### src/rtl/uart_rx_filtered.sv
// Glitch-tolerant 8N1 UART receiver: synchronised RX pin, 3-sample majority per bit,
// stop-bit check with framing-error pulse and line-break level.
module uart_rx_filtered #(
  parameter int unsigned CLK_PER_BIT = 16,
  parameter int unsigned SYNC_STAGES = 2
) (
  input  logic       clk,
  input  logic       rst_n,
  input  logic       rx_serial_line,
  output logic       rx_ready,
  output logic [7:0] rx_data,
  output logic       rx_frame_err,
  output logic       rx_break,
  output logic       rx_busy
);

  localparam int unsigned CW = $clog2(CLK_PER_BIT);
  localparam logic [CW-1:0] CNT_HM1  = CW'(CLK_PER_BIT / 2 - 1);
  localparam logic [CW-1:0] CNT_H    = CW'(CLK_PER_BIT / 2);
  localparam logic [CW-1:0] CNT_HP1  = CW'(CLK_PER_BIT / 2 + 1);
  localparam logic [CW-1:0] CNT_LAST = CW'(CLK_PER_BIT - 1);

  typedef enum logic [2:0] {
    IDLE,
    START,
    DATA,
    STOP,
    WAIT_HIGH
  } state_e;

  logic [SYNC_STAGES-1:0] sync_q, sync_d;
  state_e                 state_q, state_d;
  logic [CW-1:0]          cnt_q, cnt_d;
  logic [3:0]             bit_q, bit_d;
  logic [7:0]             shreg_q, shreg_d;
  logic                   samp_a_q, samp_a_d;
  logic                   samp_b_q, samp_b_d;
  logic [7:0]             data_q, data_d;
  logic                   ready_q, ready_d;
  logic                   ferr_q, ferr_d;
  logic                   brk_q, brk_d;
  logic                   busy_q, busy_d;
  logic                   s;
  logic                   maj;

  assign s   = sync_q[SYNC_STAGES-1];
  // Third vote is the live sample, so the bit value resolves on the cnt H+1 cycle.
  assign maj = (samp_a_q & samp_b_q) | (samp_a_q & s) | (samp_b_q & s);

  always_comb begin
    sync_d   = {sync_q[SYNC_STAGES-2:0], rx_serial_line};
    state_d  = state_q;
    cnt_d    = cnt_q;
    bit_d    = bit_q;
    shreg_d  = shreg_q;
    samp_a_d = samp_a_q;
    samp_b_d = samp_b_q;
    data_d   = data_q;
    ready_d  = 1'b0;
    ferr_d   = 1'b0;
    brk_d    = brk_q;

    unique case (state_q)
      IDLE: begin
        // The first low cycle is cnt 0 of the start bit.
        if (!s) begin
          state_d = START;
          cnt_d   = CW'(1);
          bit_d   = '0;
        end
      end

      START, DATA, STOP: begin
        cnt_d = (cnt_q == CNT_LAST) ? '0 : cnt_q + CW'(1);
        if (cnt_q == CNT_HM1) samp_a_d = s;
        if (cnt_q == CNT_H)   samp_b_d = s;

        if (cnt_q == CNT_HP1) begin
          if (state_q == START && maj) begin
            state_d = IDLE;
            cnt_d   = '0;
          end else if (state_q == DATA) begin
            shreg_d = {maj, shreg_q[7:1]};
          end else if (state_q == STOP) begin
            cnt_d = '0;
            if (maj) begin
              data_d  = shreg_q;
              ready_d = 1'b1;
              state_d = IDLE;
            end else begin
              state_d = WAIT_HIGH;
              if (shreg_q != '0) ferr_d = 1'b1;
              else               brk_d  = 1'b1;
            end
          end
        end

        if (cnt_q == CNT_LAST) begin
          bit_d = bit_q + 4'd1;
          if (state_q == START)                     state_d = DATA;
          else if (state_q == DATA && bit_q == 4'd8) state_d = STOP;
        end
      end

      WAIT_HIGH: begin
        if (!s) begin
          cnt_d = '0;
        end else if (cnt_q == CNT_LAST) begin
          cnt_d   = '0;
          brk_d   = 1'b0;
          state_d = IDLE;
        end else begin
          cnt_d = cnt_q + CW'(1);
        end
      end

      default: begin
        state_d = IDLE;
        cnt_d   = '0;
      end
    endcase

    busy_d = (state_d != IDLE);
  end

  always_ff @(posedge clk or negedge rst_n) begin
    if (!rst_n) begin
      sync_q   <= '1;
      state_q  <= IDLE;
      cnt_q    <= '0;
      bit_q    <= '0;
      shreg_q  <= '0;
      samp_a_q <= 1'b1;
      samp_b_q <= 1'b1;
      data_q   <= '0;
      ready_q  <= 1'b0;
      ferr_q   <= 1'b0;
      brk_q    <= 1'b0;
      busy_q   <= 1'b0;
    end else begin
      sync_q   <= sync_d;
      state_q  <= state_d;
      cnt_q    <= cnt_d;
      bit_q    <= bit_d;
      shreg_q  <= shreg_d;
      samp_a_q <= samp_a_d;
      samp_b_q <= samp_b_d;
      data_q   <= data_d;
      ready_q  <= ready_d;
      ferr_q   <= ferr_d;
      brk_q    <= brk_d;
      busy_q   <= busy_d;
    end
  end

  assign rx_ready     = ready_q;
  assign rx_data      = data_q;
  assign rx_frame_err = ferr_q;
  assign rx_break     = brk_q;
  assign rx_busy      = busy_q;

endmodule

### config.mk
export PLATFORM = sky130hd
export DESIGN_NAME = uart_rx_filtered
export DESIGN_NICKNAME = d
export VERILOG_FILES = /design/src/rtl/uart_rx_filtered.sv
export SDC_FILE = /design/constraint.sdc
export NUM_CORES = 1
export LEC_CHECK = 0
export ABC_AREA = 1
export CAP_MARGIN = 25
export CORE_ASPECT_RATIO = 0.8
export CORE_MARGIN = 2
export CORE_UTILIZATION = 47
export CTS_BUF_LIST = sky130_fd_sc_hd__clkbuf_16
export DETAILED_ROUTE_END_ITERATION = 8
export DONT_BUFFER_PORTS = 1
export GPL_TIMING_DRIVEN = 0
export HOLD_SLACK_MARGIN = 0.15
export PLACE_DENSITY = 0.74
export REMOVE_ABC_BUFFERS = 1
export SETUP_SLACK_MARGIN = 0.15
export SYNTH_ARGS = -nofsm -noshare
export SYNTH_HDL_FRONTEND = slang
export SYNTH_SLANG_ARGS = --single-unit
### constraint.sdc
create_clock -name clk -period 1.55 [get_ports clk]
set_input_delay 0.31 -clock clk [delete_from_list [all_inputs] [get_ports clk]]
set_output_delay 0.31 -clock clk [all_outputs]
set_load 0.005 [all_outputs]
== After elaboration in Yosys (flattened, before gate mapping) ==
Cells that the tools add are included.
Cells by class
  add/subtract/negate cells: 2
  multipliers: 0
  divide/modulo/power cells: 0
  magnitude comparators: 0
  eq/ne operators: 19
  shift-type cells: 0
  muxes and demuxes: 45
  bitwise logic cells: 7
  reduce and logical (&&, ||, !) cells: 14
Operators by type and width (count)
  two-way mux 4 bit: 9
  two-way mux 3 bit: 11
  two-way mux 1 bit: 21
  != test 2 bit, second input constant: 10
  equality test 4 bit, second input constant: 4
  case mux 4 bit (3 select lines): 1
  case mux 3 bit (3 select lines): 1
  AND reduction 9 bit: 1
  adder 4 x 1 -> 4 bit, second input constant: 2
  case mux 4 bit (2 select lines): 1
  nonzero test 8 bit: 1
  equality test 3 x 2 -> 1 bit, second input constant: 2
  AND reduction 6 bit: 1
  equality test 4 x 3 -> 1 bit, second input constant: 1
  AND reduction 2 bit: 2
  AND reduction 4 bit: 1
  nonzero test 2 bit: 2
  bitwise AND 1 bit: 3
  equality test 3 x 1 -> 1 bit, second input constant: 1
  equality test 3 bit, second input constant: 1
  zero test 3 bit: 1
  AND reduction 3 bit: 1
  nonzero test 3 bit: 1
  OR reduction 3 bit: 1
  4 further kinds: 7
Word-level totals
  flip-flop bits (word level): 35
  bits in latches: 0
  RAM bits: 0
  bits in read-only memories: 0
  input bits: 3
  output and inout port bits: 12
  memories: 0

== Logic depth before layout (Yosys ltp) ==
Gate-level depths: netlist (run 1).
  depth in word-level cells: 13
  depth in mapped cells: 11

== Worst setup path after synthesis (run 1) ==
No wires, ideal clock.
  kind: register to register
  start: register cnt_q[1]
  end: register data_q[6] (netlist: rx_data[6])
  setup time: 118 ps
  data arrival time: 1297 ps
  setup slack: 135 ps
  cell stages (with the launch flop): 9
  buffers on the path: 1
  cells stage by stage: dfrtp_1 inv_1 ha_1 nand3_4 nor3_2 inv_2 buf_6 nand2_2 o21ai_2
Between the ends
  word-level cells in the longest chain between the ends: 2
RTL lines
  start: declaration: line 33  | logic [CW-1:0] cnt_q, cnt_d;
  start signal: assignment: line 143  | cnt_q <= cnt_d;
  equality test 4 bit: line 78  | if (cnt_q == CNT_HP1) begin
  AND reduction 6 bit (no line)
  end signal: assignment: line 148  | data_q <= data_d;
  end: declaration: line 38  | logic [7:0] data_q, data_d;
Every way passes these cells.
A chain may end at the register's enable or synchronous reset.

== Worst setup path in the final report (run 1) ==
  start: register sync_q[1]
  end: register data_q[3] (netlist: rx_data[3])
Between the ends
  word-level cells in the longest chain between the ends: 6
  elaborated cells on any way between the ends: 7
  those cells by class: bitwise (5); reduce/logical (2)
RTL lines
  start: declaration: line 31  | logic [SYNC_STAGES-1:0] sync_q, sync_d;
  start signal: assignment: line 141  | sync_q <= sync_d;
  bitwise AND 1 bit: line 48  | assign maj = (samp_a_q & samp_b_q) | (samp_a_q & s) | (samp_b_q & s);
  OR 1 bit: line 48
  OR 1 bit *: line 48
  logical AND 1 bit: line 79  | if (state_q == START && maj) begin
  NOT 1 bit (no line)
  AND reduction 6 bit (no line) *
Mark *: on every way between the ends. The rest lies on a longest branch, timed or not.

==> flow_results.org, run 1 <==
** Status
- Result of the run :: finished with violations
- The final reports fail on setup timing.

** Clocking
- After clock tree synthesis, the clock-pin slew on the worst setup and hold paths is 50 ps.
- Largest buffer count on any clock path :: 2
- TritonCTS built the clock tree.
- Number of H-tree branching levels :: 2
- Clock tree synthesis selected as its root buffer the cell sky130_fd_sc_hd__clkbuf_16.
- The number of clock buffers added by TritonCTS is 5.
- Counting every sink on the clock net gives 35.
- Clock latency of the later-clocked register in the worst-skew pair :: 280 ps

** Cells and area
- After routing the design area is 2450 um2.
- In the final layout, the share of cells above drive strength 1 is 44.3%.
- Ant. Diodes :: 0
- Number of standard cells in the final layout excluding fillers :: 277
- In the final design database the tool counted 242 nets.
- Layout area overhead :: 40.7%
- Fill cells :: 238

** STA
- Final max-slew violation count :: 0
- Final period utilization :: 102%
- Final count of negative-setup-slack endpoints :: 8
- Total count of hold-check failures in the final report :: 0
- The worst path in the final design needs a cycle of 1590 ps, including I/O delays and setup.
- After layout, the worst setup slack is -37.8 ps.
- Slew at the pin closest to its max-slew limit :: 302 ps
- Maximum clock rate :: 0.630 GHz
- Accumulated negative setup slack :: -183 ps
- Relative slew slack :: 79.7%
- The clock arrives with 5.00 ps of skew.
- Setup repair after global routing could not meet its margin everywhere.

** Floorplanning
- The floorplan step set the die width to 72.0 um.
- The floorplan has 19 rows.
- Die extent in y :: 58.4 um
- Pin placement for this block handled 15 I/O pins.
- Area enclosed by the die boundary :: 4210 um2
- For this configuration, the core starts out at a cell density of 49.8%.
- In this run the standard cell core region covers 3490 um2.

** Min path
- The worst hold path begins at sync_q[0]$_DFF_PN1_.
- Along the worst hold path, the cell count comes to 0.
- Class of the tightest hold or removal check :: register to register
- Hold Path End :: sync_q[1]$_DFF_PN1_

** Yosys
- Number of flops mapped to enable cells by yosys :: 0
- Syn avg cell area :: 8.75 um2
- Counting flops with an async set or reset pin after synthesis yields a share of 100%.
- The most common cell in the synthesized netlist is sky130_fd_sc_hd__nand2_1.
- Seq cells post-synth :: 35
- Yosys top cell area share :: 44.6%
- Unique cell type count in the Yosys netlist :: 26
- Sequential share of the synthesized area :: 50.6%
- Synth Cell Area :: 1740 um2
- After synthesis, the most frequently instantiated cells are sky130_fd_sc_hd__nand2_1, sky130_fd_sc_hd__dfrtp_1, sky130_fd_sc_hd__inv_1.
- Synth warn :: 0
- Ranked by total cell area, the synthesized netlist is headed by sky130_fd_sc_hd__dfrtp_1, sky130_fd_sc_hd__nand2_1, sky130_fd_sc_hd__inv_1.
- Synthesis handed over a netlist of 199 instances.
- Synth area leader :: sky130_fd_sc_hd__dfrtp_1
- Among all flip-flop cells after synthesis, the most frequent one is sky130_fd_sc_hd__dfrtp_1.

** Placed design
- After detailed placement, the design holds a cell count of 239.
- The congestion estimate from routability-driven global placement came to 0.782.
- The wire-length estimate of the detail-placed layout is 2210 um.
- Once placement finished, the instance area stood at 1770 um2.
- Placement-stage worst setup slack :: -112 ps
- During placement, the flow inserted port buffers numbering 0.

** Worst setup path
- Slack of the worst reg-to-reg path :: -40 ps
- Data arrival time at the worst-slack endpoint :: 1790 ps
- Kind of end point of the critical path :: register
- Data required, critical path :: 1750 ps
- The setup path with the least slack is of type register to register.
- In this run the critical register-to-register path is captured at rx_data[3]$_DFFE_PN0P_.
- The worst register-to-register path begins at sync_q[1]$_DFF_PN1_.
- For the worst flop-to-flop path, the logic depth is 7.
- Along the worst path, the maximum fanout reaches 6.
- Startpoint Class :: register

** GRT
- The initial antenna violation count was 0.
- Global routing used 20.2% of the available tracks.
- Total gr overflow :: 0
- Global-route wire length before repair :: 6350 um
- Largest net degree at the start of global routing :: 36
- Number of global-route vias before repair :: 1310

** Routing
- In the final routed layout, each cell accounts on average for 16.6 um.
- Residual antenna-violating net count after detailed routing :: 0
- Routed vias/inst :: 5.42
- Detailed-route wire length :: 4610 um
- In the routed design, unresolved DRC markers number 0.
- The final route contains 1502 vias.
- Iteration-0 DRC count of the detailed router :: 155
- The first TritonRoute pass finished after 4 iterations.

** Power and ir drop
- The analysis attributes to cell leakage a power of 1.19 nW.
- Pwr/cell area :: 1420 nW/um2
- Maximum VDD drop :: 0.000717 V

** Flow run
- Reported max-cap violation count :: 0
-- sequential cells by signal, indices dropped and copies added, names as in the netlist --
name	cells
bit_q	4
rx_ready	1
sync_q	2
rx_break	1
state_q	3
rx_frame_err	1
rx_busy	1
samp_b_q	1
shreg_q	8
rx_data	8
samp_a_q	1
cnt_q	4
-- power by group --
part           switching, mW  leakage [nW]  internal, mW
clock                  0.355        0.0812         0.749
sequential             0.162         0.465          1.04
combinational          0.664         0.639         0.515
-- how the worst max path moves through the flow --
stage                    startpoint                     end  slack [ps]
4_1_cts        cnt_q[0]$_DFFE_PN0P_       rx_busy$_DFF_PN0_          60
2_1_floorplan  cnt_q[0]$_DFFE_PN0P_    rx_break$_DFFE_PN0P_         140
6_report        sync_q[1]$_DFF_PN1_  rx_data[3]$_DFFE_PN0P_         -40
5_1_grt         sync_q[1]$_DFF_PN1_  rx_data[1]$_DFFE_PN0P_         -90
3_3_place_gp   cnt_q[0]$_DFFE_PN0P_       rx_busy$_DFF_PN0_         -80
3_5_place_dp   cnt_q[0]$_DFFE_PN0P_       rx_busy$_DFF_PN0_        -110
-- timing repair --
action                                 4_1_cts  5_1_grt
buffers inserted                            12       13
cloned                                       1        1
endpoints found under the hold margin       36        0
pin swaps                                    5       10
resized for setup                           26       49
setup endpoints to repair                   26       29
hold buffers                                 3        0
-- per-layer routing --
layer,wire length [um],vias up,GRT usage (%),share of wire [%]
met2,2310,52,28.8,50
met1,2000,737,28.9,43
met4,55,0,8.36,1.2
met3,238,7,5.82,5.2
met5,0,-,0,0
li1,-,706,-,-
-- layout by cell type, fill, tap and decap left out, types with 2 or more instances in the layout --
cell type	synthesis	layout
sky130_fd_sc_hd__nand2_1	54	38
sky130_fd_sc_hd__dfrtp_1	31	29
sky130_fd_sc_hd__inv_1	29	23
sky130_fd_sc_hd__buf_4	1	18
sky130_fd_sc_hd__o21ai_2	8	14
sky130_fd_sc_hd__nand2_2	2	13
sky130_fd_sc_hd__inv_2	3	7
sky130_fd_sc_hd__nor2_1	11	7
sky130_fd_sc_hd__nand4_1	7	7
sky130_fd_sc_hd__nor2_4	3	6
sky130_fd_sc_hd__o21ai_1	1	6
sky130_fd_sc_hd__clkbuf_16	0	6
sky130_fd_sc_hd__nand2_4	1	5
sky130_fd_sc_hd__nand3_2	1	5
sky130_fd_sc_hd__nand3_1	10	5
sky130_fd_sc_hd__o21ai_0	16	5
sky130_fd_sc_hd__buf_6	1	5
sky130_fd_sc_hd__dfstp_2	4	4
sky130_fd_sc_hd__ha_1	5	3
sky130_fd_sc_hd__buf_12	0	3
sky130_fd_sc_hd__nand3_4	1	2
sky130_fd_sc_hd__inv_4	0	2
sky130_fd_sc_hd__a21oi_1	3	2
sky130_fd_sc_hd__nor3_4	1	2
sky130_fd_sc_hd__xor2_1	2	2
sky130_fd_sc_hd__ha_4	0	2
sky130_fd_sc_hd__dfrtp_2	0	2
sky130_fd_sc_hd__dlygate4sd3_1	0	2
-- final cells by class --
type | count | area, um2 | area share [%]
multi-input combinational | 130 | 920 | 37.6
sequential | 35 | 883 | 36.1
timing repair buffer | 29 | 297 | 12.1
clock buffer | 5 | 125 | 5.11
inverter | 32 | 125 | 5.11
tap | 42 | 52.6 | 2.15
clock inverter | 3 | 38.8 | 1.58
timing repair inverter | 1 | 7.51 | 0.307
-- kinds of logic after synthesis --
family / count (synthesis) / synth area share (%)
buffers and inverters: 34 / 7.98
AOI/OAI and AO/OA: 29 / 10.3
xor gates and xnor gates: 2 / 1.01
adders and majority gates: 5 / 3.59
and+or+nand+nor: 94 / 26.5
DFF: 35 / 50.6
-- through the flow --
step                hold WS, ps  power, mW  util, %
detailed placement         14.8       1.72     50.8
global placement           14.9       1.70     50.8
floorplan                  14.4       1.60        -
finish                      360       3.48     70.1
CTS                         362       3.01     62.1
global route                366       3.64     70.1
-- critical path, cell delays in order, from the launching register on --
cell	delay [ps]
sky130_fd_sc_hd__dfstp_2	600
sky130_fd_sc_hd__nand2_2	80
sky130_fd_sc_hd__nand2_2	90
sky130_fd_sc_hd__nand2_4	80
sky130_fd_sc_hd__nor3_4	230
sky130_fd_sc_hd__clkinvlp_4	160
sky130_fd_sc_hd__buf_6	160
sky130_fd_sc_hd__o21ai_2	120
Note: power is estimated with default switching activity, not from simulation.
==> run 2, diff against run 1 <==
--- a/config.mk
+++ b/config.mk
@@ -11,11 +11,13 @@
 export CORE_MARGIN = 2
 export CORE_UTILIZATION = 47
 export CTS_BUF_LIST = sky130_fd_sc_hd__clkbuf_16
+export CTS_CLUSTER_DIAMETER = 100
 export DETAILED_ROUTE_END_ITERATION = 8
 export DONT_BUFFER_PORTS = 1
 export GPL_TIMING_DRIVEN = 0
 export HOLD_SLACK_MARGIN = 0.15
 export PLACE_DENSITY = 0.74
+export RECOVER_POWER = 50
 export REMOVE_ABC_BUFFERS = 1
 export SETUP_SLACK_MARGIN = 0.15
 export SYNTH_ARGS = -nofsm -noshare
==> run 2 against run 1 <==
Net effect:
- the run still ends with setup timing left
- register-to-register slack hardly changed
- sequential share of layout area is 0.22 points higher
- worst setup slack worse by 6.7 ps
- clock power hardly changed
- count of clock-buffer cells in the layout stayed put
==> flow_results.org, run 2 (synthesis results as in run 1) <==
** Routing
- The detailed-route vias per instance is 5.42 (-0.13%).
- Iteration-0 DRC count of the detailed router :: 152 (-1.9%)
- The post-detailed-routing wire length is 4610 um (about the same).
- The final routed wire length divided by cell count is 16.6 um (about the same).
- Pre-antenna DRT Iters :: 4 (unchanged)
- Residual antenna-violating net count after detailed routing :: 0 (unchanged)
- Post-detailed-route DRC marker count :: 0 (unchanged)
- Total vias in the final route :: 1500 (-0.13%)

** Clocking
- Master cell of the clock root buffer :: sky130_fd_sc_hd__clkbuf_16
- TritonCTS buffer count :: 5 (unchanged)
- CTS tree :: built
- The CTS H-tree depth was 2 (unchanged).
- Largest buffer count on any clock path :: 2 (unchanged)
- The clock latency on the worst-skew pair is 280 ps (about the same).
- The CTS clock-pin slew for the worst setup and hold paths came to 50 ps (about the same).
- The clock sink count was 35 (unchanged).

** STA
- The number of setup violations in the final report was 8 (unchanged).
- Slew at the pin closest to its max-slew limit :: 858 ps (+556 ps)
- The fmax came to 0.627 GHz (-0.42%).
- Final max-slew violation count :: 0 (unchanged)
- Setup repair after global routing could not meet its margin everywhere.
- The max-slew headroom at the worst pin came to 42.8% (-37 points).
- The worst hold slack after final layout came to 360 ps (-0.204 ps).
- Min Tclk post-route :: 1590 ps (+6.71 ps)
- The worst clock skew came to 4.90 ps (-0.0976 ps).
- The share of the clock period used by the worst path is 103% (+0.43 points).
- The hold violation total from the final report was 0 (unchanged).
- The setup slack after layout is -44.5 ps (-6.71 ps).

** Worst setup path
- The data required time of the critical path is 1750 ps (about the same).
- Slack of the worst reg-to-reg path :: -40 ps (about the same)
- The number of cells on the worst reg-to-reg path was 7 (unchanged).
- CP Capture Point :: rx_data[3]$_DFFE_PN0P_
- The data arrival time of the critical path is 1800 ps (about the same).
- Launching instance or port of the critical path :: sync_q[1]$_DFF_PN1_
- Worst setup path class :: register to register
- STA classifies the critical path endpoint as a register.
- Launch point of the worst reg-to-reg path :: sync_q[1]$_DFF_PN1_
- The biggest fanout along the worst timing path is 6 (unchanged).
- The worst setup path is launched from a register.
- Terminus of the critical flop-to-flop path :: rx_data[3]$_DFFE_PN0P_

** Placed design
- The count of buffers inserted at the top-level ports is 0 (unchanged).
- Routability cong. :: 0.782 (unchanged)
- # placed instances :: 239 (unchanged)
- The post-DP HPWL was 2210 um (unchanged).

** GRT
- Largest net degree at the start of global routing :: 36 (unchanged)
- The initial antenna violation count was 0 (unchanged).
- The overall fraction of global-route tracks in use is 20.2% (unchanged).
- The total global routing overflow is 0 (unchanged).
- Number of global-route vias before repair :: 1310 (unchanged)
- The wire length of the first global-routing pass came to 6350 um (unchanged).

** Power and ir drop
- Total power :: 3.48 mW (-0.14%)
- The leakage power was 1.18 nW (-0.44%).
- The switching part of the total came to 33.9% (+0.038 points).
- Pwr/cell area :: 1430 nW/um2 (+0.48%)
- The clock share of power is 31.7% (about the same).
- Sequential group share of total power :: 34.5% (about the same)
- Maximum VDD drop :: 0.000717 V (+0.10%)
- The portion of total power attributed to combinational logic came to 33.7% (-0.2 points).
- The internal cell power was 2.30 mW (-0.19%).
- Psw :: 1.18 mW (about the same)

** Cells and area
- The post-layout utilization of the core was 69.6% (-0.43 points).
- Most common library cell in the layout ignoring fill and taps :: sky130_fd_sc_hd__nand2_1
- Ratio of cells with drive above 1 in the final layout :: 44.3% (unchanged)
- Layout area overhead :: 39.8%
- Number of standard cells in the final layout excluding fillers :: 277 (unchanged)
- The count of nets after finishing was 242 (unchanged).
- Commonest cells after routing, fill and taps aside :: sky130_fd_sc_hd__nand2_1, sky130_fd_sc_hd__dfrtp_1, sky130_fd_sc_hd__inv_1, sky130_fd_sc_hd__buf_4, sky130_fd_sc_hd__o21ai_2
- Ant. Diodes :: 0 (unchanged)

** Floorplanning
- The horizontal die dimension came to 72.0 um (unchanged).
- The row count is 19 (unchanged).
- Die extent in y :: 58.4 um (unchanged)
- The number of top-level pins came to 15 (unchanged).
- The floorplan core area was 3490 um2 (unchanged).
- The starting density of the core came to 49.8% (unchanged).
- Area enclosed by the die boundary :: 4210 um2 (unchanged)

** Status
- The checks that failed: setup timing.
- The flow ran to the end, but the final reports show violations.

** Min path
- Class of the tightest hold or removal check :: register to register
- In this run the most critical hold path is launched from sync_q[0]$_DFF_PN1_.

** Flow run
- Reported max-cap violation count :: 0 (unchanged)
run 2: cell count changes in the layout (fill, tap and decap cells not counted):
cell                       previous run  this run
sky130_fd_sc_hd__clkbuf_2             0         1
sky130_fd_sc_hd__buf_12               3         2
run 2: worst max-delay path, stage by stage (launching register included):
cell and delay [ps]:
sky130_fd_sc_hd__dfstp_2 600, sky130_fd_sc_hd__nand2_2 80, sky130_fd_sc_hd__nand2_2 90, sky130_fd_sc_hd__nand2_4 80, sky130_fd_sc_hd__nor3_4 230, sky130_fd_sc_hd__clkinvlp_4 170, sky130_fd_sc_hd__buf_6 160, sky130_fd_sc_hd__o21ai_2 120
run 2: what timing repair did:
action	CTS	global route
setup buffers	12	13
resized for setup	26	49
hold buffers	3	0
gates cloned	1	1
pin swaps	5	10
setup endpoints to repair	26	29
hold endpoints to repair	36	0
run 2: worst min path at each step:
stage | endpoint | slack [ps] | cells past startpoint
finish | sync_q[1]$_DFF_PN1_ | 360 | 0
global route | sync_q[1]$_DFF_PN1_ | 370 | 0
CTS | sync_q[1]$_DFF_PN1_ | 360 | 0
detailed placement | rx_data[1]$_DFFE_PN0P_ | 10 | 0
global placement | rx_data[1]$_DFFE_PN0P_ | 10 | 0
floorplan | bit_q[0]$_DFFE_PN0P_ | 10 | 0
run 2: stage by stage:
| stage | area (um2) | TNS [ps] | setup slack, ps |
|---|---|---|---|
| floorplan | 1720 | 0 | 141 |
| global placement | 1770 | -132 | -83.1 |
| detailed placement | 1770 | -238 | -112 |
| CTS | 2170 | 0 | 62.8 |
| global route | 2430 | -713 | -86.1 |
| finish | 2430 | -237 | -44.5 |
run 2: power by group through the flow:
stage          sequential [mW]  combinational [mW]  clock [mW]
3_3_place_gp              1.16               0.537           0
5_1_grt                   1.21                1.27        1.16
2_1_floorplan             1.14               0.459           0
6_report                  1.20                1.17        1.10
4_1_cts                   1.17               0.734        1.11
3_5_place_dp              1.17               0.550           0
run 2: layer usage:
layer / wire length (um) / up-vias / GRT usage [%] / part of all wire (%)
li1: - / 706 / - / -
met1: 2010 / 737 / 28.9 / 44
met2: 2310 / 50 / 28.8 / 50
met3: 234 / 7 / 5.82 / 5.1
met4: 55 / 0 / 8.36 / 1.2
met5: 0 / - / 0 / 0
run 2: layout make-up:
type                    count  area [um2]
clock buffers               5         125
clock inverters             3        38.8
fillers                   240        1060
inverters                  32         125
multi-input cells         130         920
flip-flops and latches     35         883
well taps                  42        52.6
repair buffers             29         282
repair inverters            1        7.51
==> run 3, diff against run 2 <==
--- a/config.mk
+++ b/config.mk
@@ -7,7 +7,7 @@
 export LEC_CHECK = 0
 export ABC_AREA = 1
 export CAP_MARGIN = 25
-export CORE_ASPECT_RATIO = 0.8
+export CORE_ASPECT_RATIO = 0.6
 export CORE_MARGIN = 2
 export CORE_UTILIZATION = 47
 export CTS_BUF_LIST = sky130_fd_sc_hd__clkbuf_16
==> constraint.sdc (replaced) <==
create_clock -name clk -period 1.55 [get_ports clk]
set_input_delay 0.31 -clock clk [delete_from_list [all_inputs] [get_ports clk]]
set_output_delay 0.31 -clock clk [all_outputs]
set_load 0.05 [all_outputs]
==> run 3 against run 2 <==
Net effect:
- the flow now finishes without violations
- total power decreased by 16%
- die area is 0.30% higher
- final cell count down 2.2%
- fmax up 6.8%
- critical path type unchanged
- critical endpoint is now rx_break$_DFFE_PN0P_
- largest cell class is now flip-flops and latches
- largest power group unchanged
==> flow_results.org, run 3 (synthesis results as in run 1) <==
** Worst setup path
- Highest-delay cell along the critical path :: sky130_fd_sc_hd__dfrtp_1
- The worst setup path is captured at a register.
- The delay of the slowest cell on the worst path came to 360 ps (-240 ps).
- STA classifies the critical path startpoint as a register.
- The data required time of the critical path was 1710 ps (-40 ps).
- Number of buffers and inverters on the critical path :: 3 (+1)
- The biggest fanout along the worst timing path was 3 (-3).
- Data arrival time at the worst-slack endpoint :: 1650 ps (-150 ps)
- In this design, the largest share of critical-path delay is due to simple AND/OR/NAND/NOR gates.
- Top cell by count, worst path :: sky130_fd_sc_hd__nand2_1
- Slack of the worst reg-to-reg path :: 60 ps (+100 ps)
- The setup path with the least slack is of type register to register.
- Cells along the critical path :: buf_4 -> ha_4 -> nand2_4 -> nor2_4 -> inv_2 -> o21ai_2 -> nand2_1 -> inv_1 -> nand3_1 -> nand2_1 -> nand2_1

** STA
- Total count of hold-check failures in the final report :: 0 (unchanged)
- Setup repair after global routing could not meet its margin everywhere.
- Final max-slew violation count :: 0 (unchanged)
- Relative slew slack :: 44.9% (+2.1 points)
- Final period utilization :: 96.3% (-6.6 points)
- The worst hold slack after final layout was 358 ps (-1.46 ps).
- The number of setup violations in the final report came to 0 (-8).
- The pin slew with the least headroom to its limit was 826 ps (-31.8 ps).
- The minimum clock period came to 1490 ps (-102 ps).
- The worst clock skew was 6.22 ps (+1.32 ps).
- Maximum clock rate :: 0.670 GHz (+6.8%)

** Routing
- The detailed-route via count is 1358 (-9.5%).
- WL/cell :: 13.3 um (-20%)
- The number of DRC markers in iteration 0 is 89 (-41%).
- The met3 wire length was 151 um (-35%).
- The number of iterations in the first detailed-routing pass was 4 (unchanged).
- The routed metal-1 wire length is 1790 um (-11%).
- Top layer reached by signal wires :: met4
- Residual antenna-violating net count after detailed routing :: 0 (unchanged)
- The count of unresolved DRC violations after routing is 0 (unchanged).
- The detailed-route vias per instance came to 5.01 (-7.5%).
- The post-detailed-routing wire length was 3610 um (-22%).
- Met2 Wirelength :: 1600 um (-31%)

** Floorplanning
- The number of top-level pins came to 15 (unchanged).
- The floorplan core area came to 3620 um2 (+3.5%).
- Total number of placement rows :: 17 (-2)
- Die extent in y :: 51.1 um (-12%)
- Starting density of the core :: 48.1% (-1.7 points)
- The total die area was 4220 um2 (+0.30%).
- The horizontal die dimension was 82.6 um (+15%).

** Cells and area
- Fill cells :: 298 (+24%)
- Layout area overhead :: 24.7%
- Ratio of cells with drive above 1 in the final layout :: 32.1% (-12 points)
- The count of nets after finishing came to 231 (-4.5%).
- The library cell used most frequently in the layout, excluding fill and tap cells, is sky130_fd_sc_hd__nand2_1.
- In the layout the commonest cells are sky130_fd_sc_hd__nand2_1, sky130_fd_sc_hd__dfrtp_1, sky130_fd_sc_hd__inv_1, sky130_fd_sc_hd__o21ai_0, sky130_fd_sc_hd__buf_4.
- Final instance area :: 2170 um2 (-11%)
- Ant. Diodes :: 0 (unchanged)

** Power and ir drop
- Maximum VDD drop :: 0.000717 V (about the same)
- The leakage power was 1.07 nW (-9.5%).
- Power share of the combinational group :: 26.9% (-6.8 points)
- Switching portion of total power :: 34.9% (+0.94 points)
- The fraction of power consumed by sequential logic is 41.7% (+7.2 points).
- Internal Dissipation :: 1.91 mW (-17%)
- Pwr/cell area :: 1350 nW/um2 (-5.4%)
- Psw :: 1.02 mW (-13%)
- Clock power share :: 31.4% (-0.3 points)

** Clocking
- The maximum buffer depth of the clock tree was 2 (unchanged).
- Master cell of the clock root buffer :: sky130_fd_sc_hd__clkbuf_16
- The clock latency on the worst-skew pair came to 280 ps (about the same).
- The CTS H-tree depth is 2 (unchanged).
- TritonCTS built the clock tree.
- The CTS clock-pin slew for the worst setup and hold paths was 50 ps (about the same).
- TritonCTS buffer count :: 5 (unchanged)
- Number of clock sinks :: 35 (unchanged)

** Placed design
- The final weighted congestion in routability-driven placement is 0.867 (+11%).
- # port buffers :: 0 (unchanged)
- Post-place instance area :: 1780 um2 (+0.35%)
- HPWL after detailed placement :: 2160 um (-2.3%)

** Min path
- The worst hold path belongs to the class register to register.

** GRT
- The overall fraction of global-route tracks in use came to 17.8% (-2.3 points).
- Number of global-route vias before repair :: 1264 (-3.5%)
- The initial antenna violation count is 0 (unchanged).
- Largest net degree at the start of global routing :: 36 (unchanged)
- The wire length of the first global-routing pass is 5580 um (-12%).
- The total global routing overflow was 0 (unchanged).

** Status
- The run finished with clean final reports.

** Flow run
- Reported max-cap violation count :: 0 (unchanged)
-- run 3: cell types whose count changed in the layout (fill, tap and decap cells not counted), sizes merged --
| cell | previous run | this run |
|---|---|---|
| clkinvlp | 1 | 0 |
| clkinv | 2 | 3 |
| buf | 25 | 15 |
| clkbuf | 7 | 6 |
| inv | 32 | 33 |
| bufinv | 1 | 0 |
-- run 3: through the flow --
step	total power [mW]	instances	setup WS [ps]	TNS (ps)	utilization [%]
finish	2.93	271	57.1	0	60.0
global route	3.08	271	-8.45	-32.7	60.0
CTS	2.77	261	89.5	0	56.4
detailed placement	1.76	244	-83.5	-221	49.2
global placement	1.74	244	-70.0	-120	49.2
floorplan	1.64	197	130	0	-
-- run 3: per-layer routing --
layer  vias up  global-route usage (%)
met5         -                       0
met4         0                    5.74
met3         6                    6.89
met2        23                    25.5
met1       647                    24.9
li1        682                       -
-- run 3: final timing paths --
kind / start / end / cells past startpoint
worst min-delay path: sync_q[0]$_DFF_PN1_ / sync_q[1]$_DFF_PN1_ / 0
min in group asynchronous: rst_n / bit_q[3]$_DFFE_PN0P_ / 2
max in group asynchronous: rst_n / state_q[0]$_DFF_PN0_ / 2
worst min register to register: sync_q[0]$_DFF_PN1_ / sync_q[1]$_DFF_PN1_ / 0
worst max-delay path: cnt_q[1]$_DFFE_PN0P_ / rx_break$_DFFE_PN0P_ / 11
worst max register to register: cnt_q[1]$_DFFE_PN0P_ / rx_break$_DFFE_PN0P_ / 11
-- run 3: layout make-up --
type                            instances  area [um2]  area share, %
Clock buffer                            5         125           5.76
Clock inverter                          3        11.3          0.519
Inverter                               32         125           5.76
Multi-Input combinational cell        130         816           37.6
Sequential cell                        35         883           40.7
Tap cell                               47        58.8           2.71
Timing Repair Buffer                   18         145           6.69
Timing Repair inverter                  1        6.26          0.288
-- run 3: what timing repair did --
| action | 4_1_cts | 5_1_grt |
|---|---|---|
| hold buffers | 3 | 0 |
| hold endpoints to repair | 36 | 0 |
| cloned | 0 | 1 |
| resized for setup | 14 | 22 |
| buffers inserted | 6 | 9 |
| pin swaps | 3 | 9 |
| setup endpoints to repair | 25 | 28 |
-- run 3: power by group through the flow --
stage	clock network, mW	registers (mW)	logic (mW)
floorplan	0	1.18	0.459
global placement	0	1.21	0.537
detailed placement	0	1.22	0.546
CTS	0.933	1.20	0.637
global route	0.966	1.23	0.877
finish	0.921	1.22	0.789
